$ cat config.mk
export PLATFORM = sky130hd
export DESIGN_NAME = mem_bus_master
export DESIGN_NICKNAME = d
export VERILOG_FILES = /design/src/rtl/mem_bus_master.sv
export SDC_FILE = /design/constraint.sdc
export NUM_CORES = 1
export LEC_CHECK = 0
export CORE_ASPECT_RATIO = 1.5
export CORE_UTILIZATION = 55
export DETAILED_ROUTE_END_ITERATION = 10
export DONT_BUFFER_PORTS = 1
export GPL_ROUTABILITY_DRIVEN = 0
export MAX_ROUTING_LAYER = met4
export PLACE_DENSITY = 0.73
export SLEW_MARGIN = 20
export SYNTH_ARGS = -nofsm -noshare
export SYNTH_HDL_FRONTEND = slang
export SYNTH_SLANG_ARGS = --single-unit
$ cat constraint.sdc
create_clock -name clk -period 1.8 [get_ports clk]
set_input_delay 0.18 -clock clk [delete_from_list [all_inputs] [get_ports clk]]
set_output_delay 0.18 -clock clk [all_outputs]
set_load 0.05 [all_outputs]
$ cat src/rtl/mem_bus_master.sv
// CPU-side memory bus initiator: one request at a time, MSP430 byte lanes, word alignment.
// Optional access-fault checking is compiled in with `define MEM_FAULT_EN.
module mem_bus_master #(
  parameter int unsigned RD_WAIT = 1
) (
  input  logic        clk,
  input  logic        rst_n,
  input  logic        req,
  input  logic        we,
  input  logic        byte_en,
  input  logic [15:0] addr,
  input  logic [15:0] wdata,
  output logic        ready,
  output logic        ack,
  output logic [15:0] rdata,
  output logic        fault,
  output logic [15:0] mab,
  output logic [15:0] mdb_wr,
  output logic        mw,
  output logic        bw,
  input  logic [15:0] mdb_rd
);

  typedef enum logic [1:0] {StIdle, StAddr, StWait, StResp} state_t;

  state_t      state;
  logic        req_we;
  logic        req_byte;
  logic [15:0] req_addr;
  logic [2:0]  wait_cnt;

  logic        fault_now;
  logic        rom_wr_in;
  logic [15:0] rd_fmt;

`ifdef MEM_FAULT_EN
  // Decided on the incoming request so the write strobe is never raised for ROM.
  assign rom_wr_in = we && (addr >= 16'hC000);
  assign fault_now = ((req_addr >= 16'h0400) && (req_addr <= 16'hBFFF)) ||
                     (req_we && (req_addr >= 16'hC000)) ||
                     (!req_byte && req_addr[0]);
`else
  assign rom_wr_in = 1'b0;
  assign fault_now = 1'b0;
`endif

  always_comb begin
    rd_fmt = mdb_rd;
    if (req_byte) begin
      rd_fmt = req_addr[0] ? {8'h00, mdb_rd[15:8]} : {8'h00, mdb_rd[7:0]};
    end
  end

  always_ff @(posedge clk or negedge rst_n) begin
    if (!rst_n) begin
      state    <= StIdle;
      ready    <= 1'b1;
      ack      <= 1'b0;
      fault    <= 1'b0;
      rdata    <= 16'h0000;
      mab      <= 16'h0000;
      mdb_wr   <= 16'h0000;
      mw       <= 1'b0;
      bw       <= 1'b0;
      req_we   <= 1'b0;
      req_byte <= 1'b0;
      req_addr <= 16'h0000;
      wait_cnt <= 3'd0;
    end else begin
      ack   <= 1'b0;
      fault <= 1'b0;
      unique case (state)
        StIdle: begin
          if (req) begin
            req_we   <= we;
            req_byte <= byte_en;
            req_addr <= addr;
            mab      <= byte_en ? addr : {addr[15:1], 1'b0};
            bw       <= byte_en;
            mw       <= we && !rom_wr_in;
            mdb_wr   <= byte_en ? {wdata[7:0], wdata[7:0]} : wdata;
            ready    <= 1'b0;
            state    <= StAddr;
          end
        end
        StAddr: begin
          mw     <= 1'b0;
          mdb_wr <= 16'h0000;
          if (req_we) begin
            bw    <= 1'b0;
            ack   <= 1'b1;
            fault <= fault_now;
            state <= StResp;
          end else begin
            wait_cnt <= 3'(RD_WAIT - 1);
            state    <= StWait;
          end
        end
        StWait: begin
          if (wait_cnt == 3'd0) begin
            rdata <= fault_now ? 16'h0000 : rd_fmt;
            bw    <= 1'b0;
            ack   <= 1'b1;
            fault <= fault_now;
            state <= StResp;
          end else begin
            wait_cnt <= wait_cnt - 3'd1;
          end
        end
        StResp: begin
          ready <= 1'b1;
          state <= StIdle;
        end
        default: state <= StIdle;
      endcase
    end
  end

endmodule
---- Word level (Yosys, flattened, before mapping) ----
Index checks and enable logic that the tools add are counted.
operators by class
  bitwise gates (word level) .............. 0
  multipliers ............................. 0
  reductions and logical operators ........ 13
  order comparisons ....................... 0
  equality and inequality tests ........... 8
  divide/modulo/power cells ............... 0
  $add $sub $neg .......................... 1
  mux-type cells .......................... 24
  shift-type cells ........................ 0
operators with widths
  operator               count
  $mux W16               3
  $pmux W16 S2           1
  $ne A2 B2 Y1 const B   5
  $reduce_and A2 Y1      5
  $mux W1                9
  $mux W8                1
  $pmux W2 S4            1
  $mux W3                2
  $pmux W1 S2            3
  $pmux W3 S2            1
  $reduce_bool A2 Y1     3
  $eq A2 B2 Y1 const B   2
  $mux W2                2
  $reduce_and A4 Y1      1
  $logic_not A3 Y1       1
  $pmux W1 S3            1
  $reduce_and A3 Y1      1
  $reduce_bool A3 Y1     1
  $sub A3 B1 Y3 const B  1
  $eq A2 B1 Y1 const B   1
  $logic_not A2 Y1       1
storage, ports and cells
  latch bits .............................. 0
  memories ................................ 0
  output and inout port bits .............. 53
  memory bits (writable) .................. 0
  memory bits (read-only) ................. 0
  input bits .............................. 53
  register bits ........................... 60

---- Longest topological paths before layout ----
  word-level depth ........................ 3
  gate-level depth with buffers ........... 7
  gate-level depth less buffers ........... 5

---- Least setup slack after synthesis ----
Ideal clock, no wire load.
  path kind ............................... register -> register
  start ................................... reg state[0]
  end ..................................... reg bw
  stages on the path, launching flop included .. 7
  data arrival time ....................... 1,630 ps
  buffers on the path ..................... 1
  setup slack ............................. 42 ps
  data required time ...................... 1,672 ps
  cell sequence ........................... dfrtp_1 > inv_1 > ha_1 > clkbuf_2 > nor2b_2 > a2111oi_4 > mux2_1
between the ends
  cells in the longest elaborated chain, start to end .. 3
ends and longest elaborated chain
  element                                                       RTL line  RTL
  start: declaration                                            26        state_t state;
  start signal: assignment                                      56        state <= StIdle;
  start signal: assignment                                      83        state <= StAddr;
  start signal: assignment                                      93        state <= StResp;
  $eq A2 B2 Y1, or another cell as far along                    72        unique case (state)
  $ne A2 B2 Y1 (no line) or $reduce_bool A3 Y1 (tied branches)  n/a
  $reduce_and A4 Y1 (no line)                                   n/a
  end signal: assignment                                        79        bw <= byte_en;
  end: declaration                                              20        output logic bw,
Parallel ways exist; a longest one is shown, timed or not.
A chain may end at the register's enable or synchronous reset.

---- Worst setup path in the final report ----
  start ................................... reg state[1]
  end ..................................... reg wait_cnt[1]
between the ends
  cells in the longest elaborated chain, start to end .. 3
ends and longest elaborated chain
  element                                                       RTL line  RTL
  $eq A2 B2 Y1 or $eq A2 B1 Y1 (tied branches)                  72
  $ne A2 B2 Y1 (no line) or $reduce_bool A2 Y1 (tied branches)  n/a
  $reduce_and A3 Y1 (no line)                                   n/a
  end signal: assignment                                        95        wait_cnt <= 3'(RD_WAIT - 1);
  end signal: assignment                                        107       wait_cnt <= wait_cnt - 3'd1;
  end: declaration                                              30        logic [2:0] wait_cnt;
Parallel ways exist; a longest one is shown, timed or not.

==> results.txt <==
- Synthesis produced a netlist whose cell count is 234.
* Run status: finished clean
- After layout, the minimum clock period comes to 1.69 ns.
- Die Wd: 59.4 microns
- Top Ports: 106
- Leakage power total: 1.56 nW
- In this run the remaining antenna-violating nets after routing total 0.
- The final-report max-slew violation count came to 0.
- CTS placed an instance of sky130_fd_sc_hd__clkbuf_8 at the clock tree root.
- Worst IR Drop VDD: 0.00121 V
* Relative slew slack: 0.642
- The internal power of the cells totals 3.46 mW.
- The die covers 5240 sq um.
- Starting DRT DRC Count: 73
- Startpoint Class: flip-flop
- In the final design database the tool counted 336 nets.
- Sequential fraction of design power: 0.578
* Synthesized Nets: 294
- Signal arrival time at the worst endpoint: 1.96 ns
- Setup repair after global routing left no endpoint under its margin.
- At the end of the flow the core is filled with cells to 0.707.
- FMAX: 593 MHz
* Primary FF master, synth: sky130_fd_sc_hd__dfrtp_1
* Post-synth ARST share: 1.00
- Compared with the post-synthesis result, the final layout area differs by 25.0%.
- Avg Synthesized Cell Area: 11.6 sq um
* GR peak layer: met2
- Total inserted antenna cells: 0
* Worst clock skew on the final layout: 0.0110 ns
- For the pin with the worst max-slew slack, the measured transition is 0.537 ns.
* Final worst-path cycle share: 0.937
* Max capacitance violation total: 0
- Number of levels in the clock H-tree: 3
- In the final layout, the share of cells above drive strength 1 is 0.185.
- By startpoint and endpoint, the worst setup path is classified as flip-flop to flip-flop.
- Detailed-routing iteration count for the pre-antenna-repair pass: 5
* Classification of the worst-slack hold path: input pin to flip-flop
- The number of global-route vias before repair was 1871.
- The worst setup path is captured at a flip-flop.
- Number of buffers created by CTS: 9
* Yosys cell types: 36
- The initial utilization of the core area, before any placement, comes to 0.566.
- Overall via count from detail_route: 1885
- Power share of the clock group: 0.172
* Most frequent standard cell in the layout excluding fill and tap cells: sky130_fd_sc_hd__dfrtp_1
- Fill cells in the final layout number 377.
- Setup slack closes at 0.113 ns.
* CTS tree: done
* Die height: 88.1 microns
- Reported net switching power: 3.50 mW
- During synthesis, Yosys emitted a total of 0 warnings.
- Number of placement rows: 31
- Worst-path maximum fanout: 8
- Clock-pin slew was measured on the worst setup and hold paths at 0.07 ns.
- Global-route wire length before repair: 8.44 mm
- Counting flops and latches in the post-synthesis netlist gives 60.
- The clock reaches the later pin of the worst-skew pair after 0.34 ns.
* Area inside the core boundary: 4810 sq um
- Aggregate global routing overflow: 0
- Area occupied by multi-input gates: 1140 sq um
* Required arrival time at the worst endpoint: 2.07 ns
- OpenSTA, run right after detailed placement, puts the worst setup slack at 0.119 ns.
- Yosys mapped a number of flops with a built-in enable equal to 0.
- For met1 alone, demand over resource in global routing was 0.239.
* Maximum number of pins on one net before global-route repair: 61
- Sequential cell area fraction in the yosys report: 0.552
- Count of endpoints failing setup in the final report: 0
* Via/cell ratio: 5.43
- Total detailed-routing wirelength: 5.72 mm
* Wire length per cell after detailed routing: 16.5 microns
- Power density over cell area: 2050 nW/um^2
- The HPWL after detailed placement is 3.53 mm.
* Combined flip-flop and latch cell area: 1500 sq um
* Mapped Area: 2720 sq um
- Switching power share of the total: 0.503
- Final hold violations: 0
* I/O Buffers: 0
* Number of antenna violations at the first check in global routing: 0
* DRC violations left: 0
- Clock sinks: 60
- After routing, the total negative slack on setup checks comes to 0 ns.
* Tot GR Track Use: 0.231
- Met3 Usage GRT: 0.0650
- Buffers added to address setup during post-CTS repair amount to 0.
- Buffer depth of the longest clock path: 2
- Logic gate share of total power: 0.251
- In the global route stage, met2 resource usage came out at 0.390.
- In the layout the commonest cells are sky130_fd_sc_hd__dfrtp_1, sky130_fd_sc_hd__dlygate4sd3_1, sky130_fd_sc_hd__nand2_1, sky130_fd_sc_hd__o21ai_0, sky130_fd_sc_hd__mux2_2.
==> worst max-delay path, stage by stage, from the launching register on <==
cell,delay [ns]
sky130_fd_sc_hd__dfrtp_1,0.42
sky130_fd_sc_hd__inv_1,0.08
sky130_fd_sc_hd__ha_1,0.25
sky130_fd_sc_hd__buf_4,0.19
sky130_fd_sc_hd__or3b_2,0.46
sky130_fd_sc_hd__o311ai_0,0.12
sky130_fd_sc_hd__a21o_1,0.12
==> power by group through the flow <==
| stage | logic, mW | clock network (mW) | registers, mW |
|---|---|---|---|
| 4_1_cts | 1.73 | 1.21 | 4.02 |
| 6_report | 1.74 | 1.20 | 4.02 |
| 2_1_floorplan | 1.29 | 0 | 3.91 |
| 3_3_place_gp | 1.58 | 0 | 4.03 |
| 3_5_place_dp | 1.63 | 0 | 4.05 |
| 5_1_grt | 1.92 | 1.27 | 4.10 |
==> path summary, 6_finish.rpt <==
kind	endpoint	slack (ns)	startpoint	cells after the start
min in group asynchronous	ack	0.38	rst_n	2
min	mab[1]	0.02	addr[1]	1
max in group asynchronous	ready	1.11	rst_n	2
min reg2reg	req_addr[0]	0.50	req_addr[0]	1
max	wait_cnt[1]	0.11	state[1]	6
max reg2reg	wait_cnt[1]	0.11	state[1]	6
==> metrics by stage <==
stage / hold slack, ns / instances / instance area, sq um / power (mW)
global placement: -0.114 / 296 / 2840 / 5.61
CTS: 0.00462 / 347 / 3400 / 6.97
finish: 0.0181 / 347 / 3400 / 6.96
global route: 0.00608 / 347 / 3400 / 7.30
floorplan: -0.116 / 234 / 2720 / 5.20
detailed placement: -0.114 / 296 / 2840 / 5.68
==> cell usage after synthesis, types with 3 or more instances <==
cell type	number	area, sq um
sky130_fd_sc_hd__a22o_1	8	70.1
sky130_fd_sc_hd__buf_2	5	25.0
sky130_fd_sc_hd__clkbuf_1	6	22.5
sky130_fd_sc_hd__dfrtp_1	59	1480
sky130_fd_sc_hd__ha_1	7	87.6
sky130_fd_sc_hd__inv_1	4	15.0
sky130_fd_sc_hd__mux2_2	19	214
sky130_fd_sc_hd__mux2i_1	17	170
sky130_fd_sc_hd__nand2_1	32	120
sky130_fd_sc_hd__nand2b_1	10	62.6
sky130_fd_sc_hd__nand3b_1	3	22.5
sky130_fd_sc_hd__nor2_1	4	15.0
sky130_fd_sc_hd__nor2b_1	4	25.0
sky130_fd_sc_hd__o21ai_0	28	140
sky130_fd_sc_hd__or3b_2	3	26.3
==> layout make-up <==
| cell class | instances | share of cell area |
|---|---|---|
| clock inverter | 4 | 0.0147 |
| clock buffer | 12 | 0.0427 |
| tap | 66 | 0.0243 |
| inverter | 4 | 0.00442 |
| multi-input combinational | 157 | 0.337 |
| timing repair buffer | 44 | 0.135 |
| sequential | 60 | 0.442 |
==> cell families (layout without fill, tap and decap cells) <==
group | Yosys count | count (layout) | synth area share
other cells | 1 | 1 | 0.00138
simple gates | 64 | 64 | 0.121
flops | 60 | 60 | 0.552
fa+ha+maj | 7 | 7 | 0.0322
compound gates | 47 | 47 | 0.115
mux | 38 | 38 | 0.150
buf+inv | 17 | 64 | 0.0276
==> flip-flops by register name, summed over array words and instances, names as in the netlist, 2 cells and up <==
| name | cells |
|---|---|
| mab | 16 |
| wait_cnt | 3 |
| rdata | 16 |
| mdb_wr | 16 |
| state | 2 |
==> routing by layer <==
layer / part of all wire / routed length [microns]
met2: 0.54 / 3110
met4: 0.017 / 99
met1: 0.38 / 2200
met5: 0 / 0
met3: 0.056 / 318
==> what timing repair did <==
action / 4_1_cts / 5_1_grt
hold buffers: 35 / 0
setup endpoints to repair: 0 / 8
hold endpoints to repair: 93 / 0
resized for setup: 0 / 1
No activity file was read; power rests on OpenSTA's default activity.
